==> config.mk <==
export PLATFORM = sky130hd
export DESIGN_NAME = d2c_pt_sb_arbiter
export DESIGN_NICKNAME = d
export VERILOG_FILES = /design/src/rtl/d2c_pt_sb_arbiter.sv
export SDC_FILE = /design/constraint.sdc
export NUM_CORES = 1
export LEC_CHECK = 0
export ABC_CLOCK_PERIOD_IN_PS = 1900
export BUFFER_PORTS_ARGS = -buffer_cell sky130_fd_sc_hd__buf_2
export CELL_PAD_IN_SITES_DETAIL_PLACEMENT = 0
export CELL_PAD_IN_SITES_GLOBAL_PLACEMENT = 1
export CORE_MARGIN = 5
export CORE_UTILIZATION = 42
export CTS_CLUSTER_SIZE = 20
export DETAILED_ROUTE_END_ITERATION = 7
export PLACE_DENSITY = 0.75
export SLEW_MARGIN = 20
export SYNTH_ARGS = -nofsm -noshare
export SYNTH_HDL_FRONTEND = slang
export SYNTH_SLANG_ARGS = --single-unit
==> constraint.sdc <==
create_clock -name i_clk -period 1.9 [get_ports i_clk]
set_input_delay 0.19 -clock i_clk [delete_from_list [all_inputs] [get_ports i_clk]]
set_output_delay 0.19 -clock i_clk [all_outputs]
set_load 0.005 [all_outputs]
==> src/rtl/d2c_pt_sb_arbiter.sv <==
// Sideband transmit arbiter for the point-test responders.
// The TX-initiated and RX-initiated responders share one SB encoder. This block
// grants one side at a time, holds the granted code until the encoder finishes,
// returns the done pulse to the owner only, and watches for hung transfers.
module d2c_pt_sb_arbiter #(
  parameter int unsigned SB_MSG_WIDTH   = 4,
  parameter int unsigned TIMEOUT_CYCLES = 1024
) (
  input  logic                    i_clk,
  input  logic                    i_rst_n,
  input  logic                    i_valid_tx,
  input  logic [SB_MSG_WIDTH-1:0] i_encoded_msg_tx,
  input  logic                    i_valid_rx,
  input  logic [SB_MSG_WIDTH-1:0] i_encoded_msg_rx,
  input  logic                    i_SB_Busy,
  input  logic                    i_timeout_clr,
  output logic                    o_SB_msg_valid,
  output logic [SB_MSG_WIDTH-1:0] o_encoded_SB_msg,
  output logic                    o_msg_source,
  output logic                    o_falling_edge_busy_tx,
  output logic                    o_falling_edge_busy_rx,
  output logic                    o_tx_valid_to_rx,
  output logic                    o_rx_valid_to_tx,
  output logic                    o_timeout
);

  localparam int unsigned CntW = $clog2(TIMEOUT_CYCLES + 1);
  // Counter value seen on the edge that completes the last allowed cycle.
  localparam logic [CntW-1:0] CntLast = CntW'(TIMEOUT_CYCLES - 1);

  typedef enum logic [1:0] {
    StIdle,
    StIssue,
    StWaitBusyFall,
    StRelease
  } state_e;

  state_e          state_q;
  logic            busy_q;
  logic [CntW-1:0] cnt_q;
  logic            last_grant_q;  // 0 TX, 1 RX

  logic busy_fall;
  logic owner_valid;
  logic grant_rx;
  logic expire;

  // Arbitration and event decode from current inputs and state.
  always_comb begin
    busy_fall   = busy_q & ~i_SB_Busy;
    owner_valid = o_msg_source ? i_valid_rx : i_valid_tx;
    // RX wins when alone, or on a tie when TX had the previous grant.
    grant_rx    = i_valid_rx & (~i_valid_tx | ~last_grant_q);
    expire      = (cnt_q == CntLast);
  end

  // Peer indications: the other side's request or its in-flight ownership.
  always_comb begin
    o_tx_valid_to_rx = i_valid_tx | ((state_q != StIdle) & ~o_msg_source);
    o_rx_valid_to_tx = i_valid_rx | ((state_q != StIdle) & o_msg_source);
  end

  // Grant FSM with registered outputs, busy edge detect and watchdog.
  always_ff @(posedge i_clk or negedge i_rst_n) begin
    if (!i_rst_n) begin
      state_q                <= StIdle;
      busy_q                 <= 1'b0;
      cnt_q                  <= '0;
      last_grant_q           <= 1'b1;
      o_SB_msg_valid         <= 1'b0;
      o_encoded_SB_msg       <= '0;
      o_msg_source           <= 1'b0;
      o_falling_edge_busy_tx <= 1'b0;
      o_falling_edge_busy_rx <= 1'b0;
      o_timeout              <= 1'b0;
    end else begin
      busy_q                 <= i_SB_Busy;
      o_falling_edge_busy_tx <= 1'b0;
      o_falling_edge_busy_rx <= 1'b0;
      // A later set in this block overrides the clear.
      if (i_timeout_clr) o_timeout <= 1'b0;

      unique case (state_q)
        StIdle: begin
          if (i_valid_tx | i_valid_rx) begin
            state_q          <= StIssue;
            o_SB_msg_valid   <= 1'b1;
            o_msg_source     <= grant_rx;
            last_grant_q     <= grant_rx;
            o_encoded_SB_msg <= grant_rx ? i_encoded_msg_rx : i_encoded_msg_tx;
            cnt_q            <= '0;
          end
        end
        StIssue: begin
          cnt_q <= cnt_q + CntW'(1);
          if (expire) begin
            o_timeout      <= 1'b1;
            o_SB_msg_valid <= 1'b0;
            state_q        <= StIdle;
          end else if (i_SB_Busy) begin
            state_q <= StWaitBusyFall;
          end else if (!owner_valid) begin
            o_SB_msg_valid <= 1'b0;
            state_q        <= StIdle;
          end
        end
        StWaitBusyFall: begin
          cnt_q <= cnt_q + CntW'(1);
          // Completion beats a coincident watchdog expiry.
          if (busy_fall) begin
            o_SB_msg_valid <= 1'b0;
            if (o_msg_source) o_falling_edge_busy_rx <= 1'b1;
            else              o_falling_edge_busy_tx <= 1'b1;
            state_q <= StRelease;
          end else if (expire) begin
            o_timeout      <= 1'b1;
            o_SB_msg_valid <= 1'b0;
            state_q        <= StIdle;
          end
        end
        StRelease: begin
          if (!owner_valid) state_q <= StIdle;
        end
        default: state_q <= StIdle;
      endcase
    end
  end

endmodule

==> run summary, run 1 <==
port bufs -> 24
PwrDens -> 1270 nW/um2
die boundary height -> 67.4 um
Pwr Total -> 2.10 mW
Distinct cells, synth -> 48
worst setup path class -> flop to flop
Final Non-Filler Cells -> 216
DP Wirelength -> 2210 um
fraction of layout cells with a size suffix above 1 -> 27.9%
count leader, synth -> dfrtp_1
Fillers -> 315
I/O pins -> 25
DP Worst Slack -> 0.109 ns
worst-margin pin slew -> 0.535 ns
EDFF count, synth -> 0
top cells by area, synth -> dfrtp_1, ha_1, mux2i_1
routability cong. -> 0.718
GRT Max-Usage Layer -> met2
total global-route track usage -> 14.3%
Synth Area in Compound Gates -> 18.4%
simple-gate share of the synthesized area -> 20.9%
met3 usage -> 3.16%
TritonCTS buffer count -> 3
Syn Area/Cell -> 9.95 um2
Critical Path Start Type -> flop
Layout Nets -> 193
status -> finished clean
drt via density -> 5.13
wire per inst -> 13.0 um
WP data required -> 2.09 ns
Fmax -> 0.561 GHz
Main synth FF type -> dfrtp_1
1st-iter DRT viols -> 39
Setup crit end kind -> flop
largest net degree at the start of global routing -> 25
H-tree levels -> 1
DR DRC count -> 0
Initial Util -> 44.6%
final wirelength -> 2810 um
net count after synthesis -> 159
die width -> 67.4 um
TritonCTS clock tree -> done
Hold Crit Class -> primary input to flop
Clock Skew -> 0.00766 ns
Worst Path Max Fanout -> 6
min setup slack post-route -> 0.116 ns
CORE AREA -> 3100 um2
area leader, netlist -> dfrtp_1
Max clock buf depth -> 2
RSZ-0062 raised after global routing -> yes
Worst EP arrival -> 1.97 ns
XOR/XNOR Fraction of Synth Area -> 2.53%
largest family of logic cells by synthesized area -> simple AND/OR/NAND/NOR gates
Slew Viols, Final -> 0
Max Cap Viol -> 0
Worst-path clk slew -> 0.12 ns
Synth Area in Adders -> 5.43%
final core utilization -> 53.3%
Post-synth top cells -> dfrtp_1, nand2_1, o21ai_0
number of global-route vias before repair -> 1131
ys async rst share -> 100%
worst skew pair latency -> 0.31 ns
GR Util met1 -> 18.8%
Detail Route Antenna Nets -> 0
ANT cells -> 0
P_leak -> 0.789 nW
Hold Violations, Final -> 0
full die area -> 4540 um2
clock sinks -> 24
mapped cell area -> 1380 um2
Pre-Repair DR Iteration Count -> 4
final worst-path cycle share -> 93.9%
Final setup viols -> 0
Rows -> 20
area share of the largest cell type after synthesis -> 41.6%
via count -> 1108
peak supply drop -> 575 uV
Post-Syn Instances -> 139
DP Area -> 1580 um2
fin crit period -> 1.78 ns
fin area -> 1650 um2
Ys Warns -> 0
relative slew slack -> 64.3%
global route overflow -> 0
Yosys reg bits -> 24
post-synthesis mux area share -> 5.16%
Area growth syn-to-layout -> 19.6%
met2 usage -> 23.7%
Placed Cells -> 209
post-synthesis sequential area ratio -> 43.5%
clock root buffer master -> clkbuf_4
initial antenna violation count -> 0
first-pass GRT wire length -> 5010 um
## power by group
| group | leakage (nW) | internal [mW] | total [mW] | switching, mW |
|---|---|---|---|---|
| clock | 0.0279 | 0.213 | 0.362 | 0.149 |
| combinational | 0.449 | 0.456 | 0.964 | 0.508 |
| sequential | 0.313 | 0.651 | 0.771 | 0.119 |
## per-stage QoR
stage	TNS, ns	hold WS, ns
6_report	0	0.0394
3_5_place_dp	0	0.210
3_3_place_gp	0	0.205
2_1_floorplan	0	-0.106
4_1_cts	0	0.0187
5_1_grt	-0.00487	0.0213
## repair_timing
action / CTS / global route
resized for setup: 0 / 1
setup endpoints to repair: 0 / 7
hold buffers: 1 / 0
hold endpoints to repair: 23 / 0
buffers inserted: 0 / 2
## flip-flops by register name (all words and copies together) (netlist names)
signal / cells
busy_q: 1
cnt_q: 11
last_grant_q: 1
o_SB_msg_valid: 1
o_encoded_SB_msg: 4
o_falling_edge_busy_rx: 1
o_falling_edge_busy_tx: 1
o_msg_source: 1
o_timeout: 1
state_q: 2
## cell families after synthesis
family | Yosys count
xor gates and xnor gates | 4
DFF | 24
AOI/OAI and AO/OA | 38
adders and majority gates | 6
buffers and inverters | 13
and+or+nand+nor | 47
muxes | 7
## path summary, 6_finish.rpt
check                               startpoint                   to  slack [ns]  depth (start not counted)
max                                 state_q[1]           state_q[1]        0.12                          6
min                                  i_SB_Busy               busy_q        0.04                          1
max reg2reg                         state_q[1]           state_q[1]        0.12                          6
min reg2reg                o_encoded_SB_msg[3]  o_encoded_SB_msg[3]        0.50                          2
max in group asynchronous              i_rst_n         last_grant_q        1.15                          2
min in group asynchronous              i_rst_n             cnt_q[2]        0.37                          2
## per-layer routing
layer	wire length, um	part of all wire (%)
met4	15	0.53
met5	0	0
met2	1260	45
met1	1370	49
met3	171	6.1
## worst max-delay path: stages, from the launching register on
cell and delay (ns):
dfrtp_1 0.45, inv_1 0.13, ha_1 0.24, or3b_4 0.46
nand4_2 0.14, and2_1 0.15, o311ai_2 0.09
## layout make-up
type | instances | area (um2) | area share, %
Sequential cell | 24 | 602 | 36.4
Clock buffer | 3 | 22.5 | 1.36
Inverter | 10 | 37.5 | 2.27
Multi-Input combinational cell | 102 | 724 | 43.8
Clock inverter | 1 | 30.0 | 1.82
Timing Repair Buffer | 32 | 183 | 11.0
Tap cell | 44 | 55.1 | 3.33
## placed cells by master (no fill, tap or decap), drive strengths merged, types with 3 or more instances in the layout
cell / instances
a21oi: 7
buf: 31
clkbuf: 3
dfrtp: 23
ha: 6
inv: 10
mux2i: 6
nand2: 12
nand3: 3
nand4: 3
nor2: 10
nor2b: 3
o21ai: 14
xnor2: 3
No activity file was read; power rests on OpenSTA's default activity.
==> run 2: changes to the inputs <==
- ABC_CLOCK_PERIOD_IN_PS: 1900 -> 2200
- CORE_UTILIZATION: 42 -> 45
- HOLD_SLACK_MARGIN: not set -> 0.1
- PLACE_DENSITY: 0.75 -> 0.8
- clock period: 1.9 -> 2.2 ns (I/O delays scaled with it)
==> run 2 against run 1 <==
Compared with the run above: cell count down 6.9%; count of clock-buffer cells in the layout unchanged; cell area is 2.5% lower; largest cell class unchanged; worst setup slack gained 0.12 ns; critical endpoint is now cnt_q[7]; clock power decreased by 11%; sequential cell count is the same; core utilization grew 0.40 points; power is 17% lower; register-to-register slack improved by 0.12 ns; wire length shrank 1.9%.
==> run summary, run 2 (synthesis results as in run 1) <==
status -> finished clean
die width -> 65.4 um
via count -> 1083
Critical Path Start Type -> flop
Worst-path clk slew -> 0.14 ns
Worst Path Max Fanout -> 11
TritonCTS clock tree -> done
crit path launch -> state_q[1]
PwrDens -> 1080 nW/um2
WP data required -> 2.42 ns
post-route setup TNS -> 0 ns
first-pass GRT wire length -> 4820 um
cts hold-fix bufs -> 2
worst setup path class -> flop to flop
CORE AREA -> 3000 um2
Initial Util -> 46.0%
global route overflow -> 0
DR DRC count -> 0
drt via density -> 5.39
peak supply drop -> 543 uV
H-tree levels -> 1
R2R setup slack -> 0.24 ns
Worst EP arrival -> 2.19 ns
total global-route track usage -> 14.3%
I/O pins -> 25
Setup crit end kind -> flop
relative slew slack -> 64.2%
Reg2Reg Depth -> 6
wire per inst -> 13.7 um
Max clock buf depth -> 2
Pre-Repair DR Iteration Count -> 4
Hold Crit Class -> primary input to flop
Hold Violations, Final -> 0
Final setup viols -> 0
capture point of the worst reg-to-reg path -> cnt_q[7]
Clock Skew -> 0.00280 ns
Layout Nets -> 189
Area growth syn-to-layout -> 16.7%
final wirelength -> 2760 um
clock root buffer master -> clkbuf_4
top flop regs -> cnt_q: 11 flops, o_encoded_SB_msg: 4 flops, state_q: 2 flops
die boundary height -> 65.4 um
leading cell types in the layout, fill and taps excluded -> buf_2, dfrtp_1, nand2_1
CP Capture Point -> cnt_q[7]
Hold Slack -> 0.160 ns
port bufs -> 24
1st-iter DRT viols -> 25
Max Cap Viol -> 0
worst-margin pin slew -> 0.537 ns
leading cell type in the layout, fill and taps excluded -> buf_2
P_leak -> 0.769 nW
initial antenna violation count -> 0
Detail Route Antenna Nets -> 0
max reg flops -> 11
crit path max-delay cell type -> ha_1
RR Startpoint -> state_q[1]
DP Wirelength -> 2090 um
largest net degree at the start of global routing -> 25
routability cong. -> 0.815
ANT cells -> 0
clock sinks -> 24
worst skew pair latency -> 0.31 ns
Post-CTS Resized -> 0
Largest Register -> cnt_q
number of global-route vias before repair -> 1075
worst path cell trace -> inv_1, ha_1, nor2_1, nor4b_2, a21oi_1, a31o_2
full die area -> 4280 um2
Slew Viols, Final -> 0
TritonCTS buffer count -> 3
Fmax -> 0.509 GHz
Rows -> 20
Max stage delay on crit path -> 0.47 ns
final worst-path cycle share -> 89.3%
fin crit period -> 1.96 ns
Fillers -> 278
fraction of layout cells with a size suffix above 1 -> 25.6%
# Post-CTS Setup Buffers -> 0
RSZ-0062 raised after global routing -> no
## run 2: worst min-delay path by stage
| stage | slack (ns) | from | to | cells after the start |
|---|---|---|---|---|
| after floorplan | -0.08 | i_rst_n | busy_q | 0 |
| after global placement | 0.23 | i_rst_n | o_SB_msg_valid | 1 |
| after detailed placement | 0.24 | i_rst_n | cnt_q[10] | 1 |
| after CTS | 0.15 | i_valid_tx | last_grant_q | 2 |
| after global routing | 0.13 | i_valid_tx | last_grant_q | 2 |
| final | 0.16 | i_valid_tx | last_grant_q | 2 |
## run 2: stage by stage
| step | setup WS (ns) | utilization [%] | area [um2] | power (mW) | std cells |
|---|---|---|---|---|---|
| after floorplan | 0.480 | - | 1380 | 1.21 | 139 |
| after detailed placement | 0.272 | 51.3 | 1540 | 1.42 | 195 |
| after global routing | 0.0327 | 53.7 | 1610 | 1.90 | 201 |
| after global placement | 0.316 | 51.3 | 1540 | 1.41 | 195 |
| after CTS | 0.251 | 53.7 | 1610 | 1.75 | 201 |
| final | 0.236 | 53.7 | 1610 | 1.74 | 201 |
## run 2: area by class of cell
cell class                 instances  area (um2)  area share [%]
sequential                        24         602            37.3
clock inverter                     1        30.0            1.86
timing repair buffer              28         155            9.62
tap                               33        41.3            2.56
inverter                          10        37.5            2.33
clock buffer                       3        22.5            1.40
multi-input combinational        102         724            44.9
## run 2: where the power goes
| part | switching, mW | internal, mW |
|---|---|---|
| registers | 0.0970 | 0.563 |
| clock network | 0.137 | 0.184 |
| logic | 0.418 | 0.338 |
## run 2: critical path: cells and delay by family, from the launching register on
| kind | cells | cell delay, ns |
|---|---|---|
| buffers and inverters | 1 | 0.11 |
| adders and majority gates | 1 | 0.47 |
| and+or+nand+nor | 2 | 0.52 |
| AOI/OAI and AO/OA | 2 | 0.32 |
| DFF | 1 | 0.45 |
## run 2: metal layers
layer / part of all wire (%) / wire, um / track usage (%)
met1: 48 / 1320 / 19.2
met2: 48 / 1330 / 23.1
met3: 3.4 / 95 / 2.74
met4: 0.54 / 15 / 4.66
met5: 0 / 0 / 0
==> run 3: changes to the inputs <==
- CORE_ASPECT_RATIO: not set -> 1.1
==> run 3 against run 2 <==
Compared with the run above: wire length is 1.5% higher; global-route usage is 0.28 points higher; worst setup slack better by 0.080 ns; critical path type unchanged; critical path depth stayed put; die area hardly changed; cell count is 1.0% higher.
==> run summary, run 3 (synthesis results as in run 1) <==
DP Wirelength -> 2150 um
register area -> 602 um2
Pwr Total -> 1.63 mW
number of global-route vias before repair -> 1130
net switching power -> 0.646 mW
fin crit period -> 1.88 ns
P_int -> 0.984 mW
peak supply drop -> 559 uV
WP data required -> 2.38 ns
total global-route track usage -> 14.6%
Multi-input gate area -> 724 um2
TritonCTS clock tree -> done
register share of total power -> 40.6%
relative slew slack -> 63.8%
RR Startpoint -> state_q[0]
Max Cap Viol -> 0
via count -> 1111
CORE AREA -> 3000 um2
Final setup viols -> 0
largest net degree at the start of global routing -> 25
Layout Nets -> 190
wire per inst -> 13.8 um
port bufs -> 24
Pre-Repair DR Iteration Count -> 4
clock power share -> 12.0%
leading cell types in the layout, fill and taps excluded -> buf_2, dfrtp_1, nand2_1
top flop regs -> cnt_q: 11 flops, o_encoded_SB_msg: 4 flops, state_q: 2 flops
full die area -> 4280 um2
Area growth syn-to-layout -> 15.4%
H-tree levels -> 1
Worst-path clk slew -> 0.12 ns
initial antenna violation count -> 0
Largest Register -> cnt_q
fin area -> 1600 um2
Initial Util -> 46.2%
final worst-path cycle share -> 85.6%
drt via density -> 5.47
Hold Violations, Final -> 0
worst setup path class -> flop to flop
Hold Slack -> 0.174 ns
# Post-CTS Setup Buffers -> 0
DR DRC count -> 0
Worst Path Max Fanout -> 10
leading cell type in the layout, fill and taps excluded -> buf_2
TritonCTS buffer count -> 3
status -> finished clean
switching share of power -> 39.6%
hold worst-path end -> last_grant_q
Slew Viols, Final -> 0
Fmax -> 0.531 GHz
Worst EP arrival -> 2.07 ns
Post-CTS Resized -> 0
first-pass GRT wire length -> 5000 um
worst-margin pin slew -> 0.543 ns
R2R setup slack -> 0.32 ns
max reg flops -> 11
die width -> 62.9 um
worst skew pair latency -> 0.31 ns
DP Area -> 1550 um2
fraction of layout cells with a size suffix above 1 -> 25.4%
ANT cells -> 0
RSZ-0062 raised after global routing -> no
Max clock buf depth -> 2
Critical Path Start Type -> flop
hold depth -> 2
Fillers -> 298
routability cong. -> 0.845
Clock Skew -> 0.0106 ns
1st-iter DRT viols -> 33
Combinational Power Share -> 47.4%
global route overflow -> 0
Rows -> 21
post-route setup TNS -> 0 ns
clock root buffer master -> clkbuf_4
capture point of the worst reg-to-reg path -> state_q[1]
Hold Crit Start -> i_valid_tx
PwrDens -> 1020 nW/um2
Reg2Reg Depth -> 6
Setup crit end kind -> flop
Detail Route Antenna Nets -> 0
clock sinks -> 24
final wirelength -> 2800 um
I/O pins -> 25
die boundary height -> 68.1 um
Hold Crit Class -> primary input to flop
P_leak -> 0.761 nW
-- run 3: cell count changes in the layout (fill, tap and decap cells not counted) --
cell	delta
buf_4	+1
bufinv_16	-1
clkbuf_1	+1
-- run 3: how the worst max path moves through the flow --
| stage | startpoint | to | slack, ns |
|---|---|---|---|
| floorplan | state_q[0] | cnt_q[7] | 0.48 |
| global route | state_q[0] | cnt_q[7] | 0.13 |
| CTS | state_q[1] | state_q[1] | 0.29 |
| detailed placement | state_q[1] | state_q[1] | 0.31 |
| global placement | state_q[1] | state_q[1] | 0.40 |
| finish | state_q[0] | state_q[1] | 0.32 |
-- run 3: what timing repair did --
item	4_1_cts	5_1_grt
hold buffers	2	0
hold endpoints to repair	24	0
setup endpoints to repair	0	0
-- run 3: layout make-up --
cell class / count / area share [%]
multi-input combinational: 102 / 45.4
inverter: 10 / 2.35
timing repair buffer: 29 / 10.2
tap: 34 / 2.67
sequential: 24 / 37.7
clock buffer: 4 / 1.65
-- run 3: power groups by stage --
stage	Sequential [mW]	Clock, mW	Combinational [mW]
global route	0.690	0.222	0.891
detailed placement	0.670	0	0.780
CTS	0.663	0.204	0.785
global placement	0.662	0	0.773
floorplan	0.661	0	0.548
finish	0.662	0.196	0.773
-- run 3: stage by stage --
step                      cells  setup WS [ns]  utilization [%]
after floorplan             139          0.480                -
after CTS                   203          0.291             53.3
after global placement      197          0.395             51.7
after global routing        203          0.126             53.3
final                       203          0.317             53.3
after detailed placement    197          0.311             51.7
-- run 3: layer usage --
| metal | up-vias | global-route usage, % | wire length (um) |
|---|---|---|---|
| li1 | 561 | - | - |
| met5 | - | 0 | 0 |
| met3 | 4 | 3.12 | 97 |
| met4 | 0 | 5.04 | 41 |
| met1 | 526 | 19.0 | 1260 |
| met2 | 20 | 24.2 | 1400 |
-- run 3: critical path, stage by stage (launching register included) --
cell	delay [ns]
dfrtp_1	0.44
inv_1	0.12
ha_1	0.33
or3b_4	0.48
nand4_2	0.14
and2_1	0.15
o311ai_2	0.10
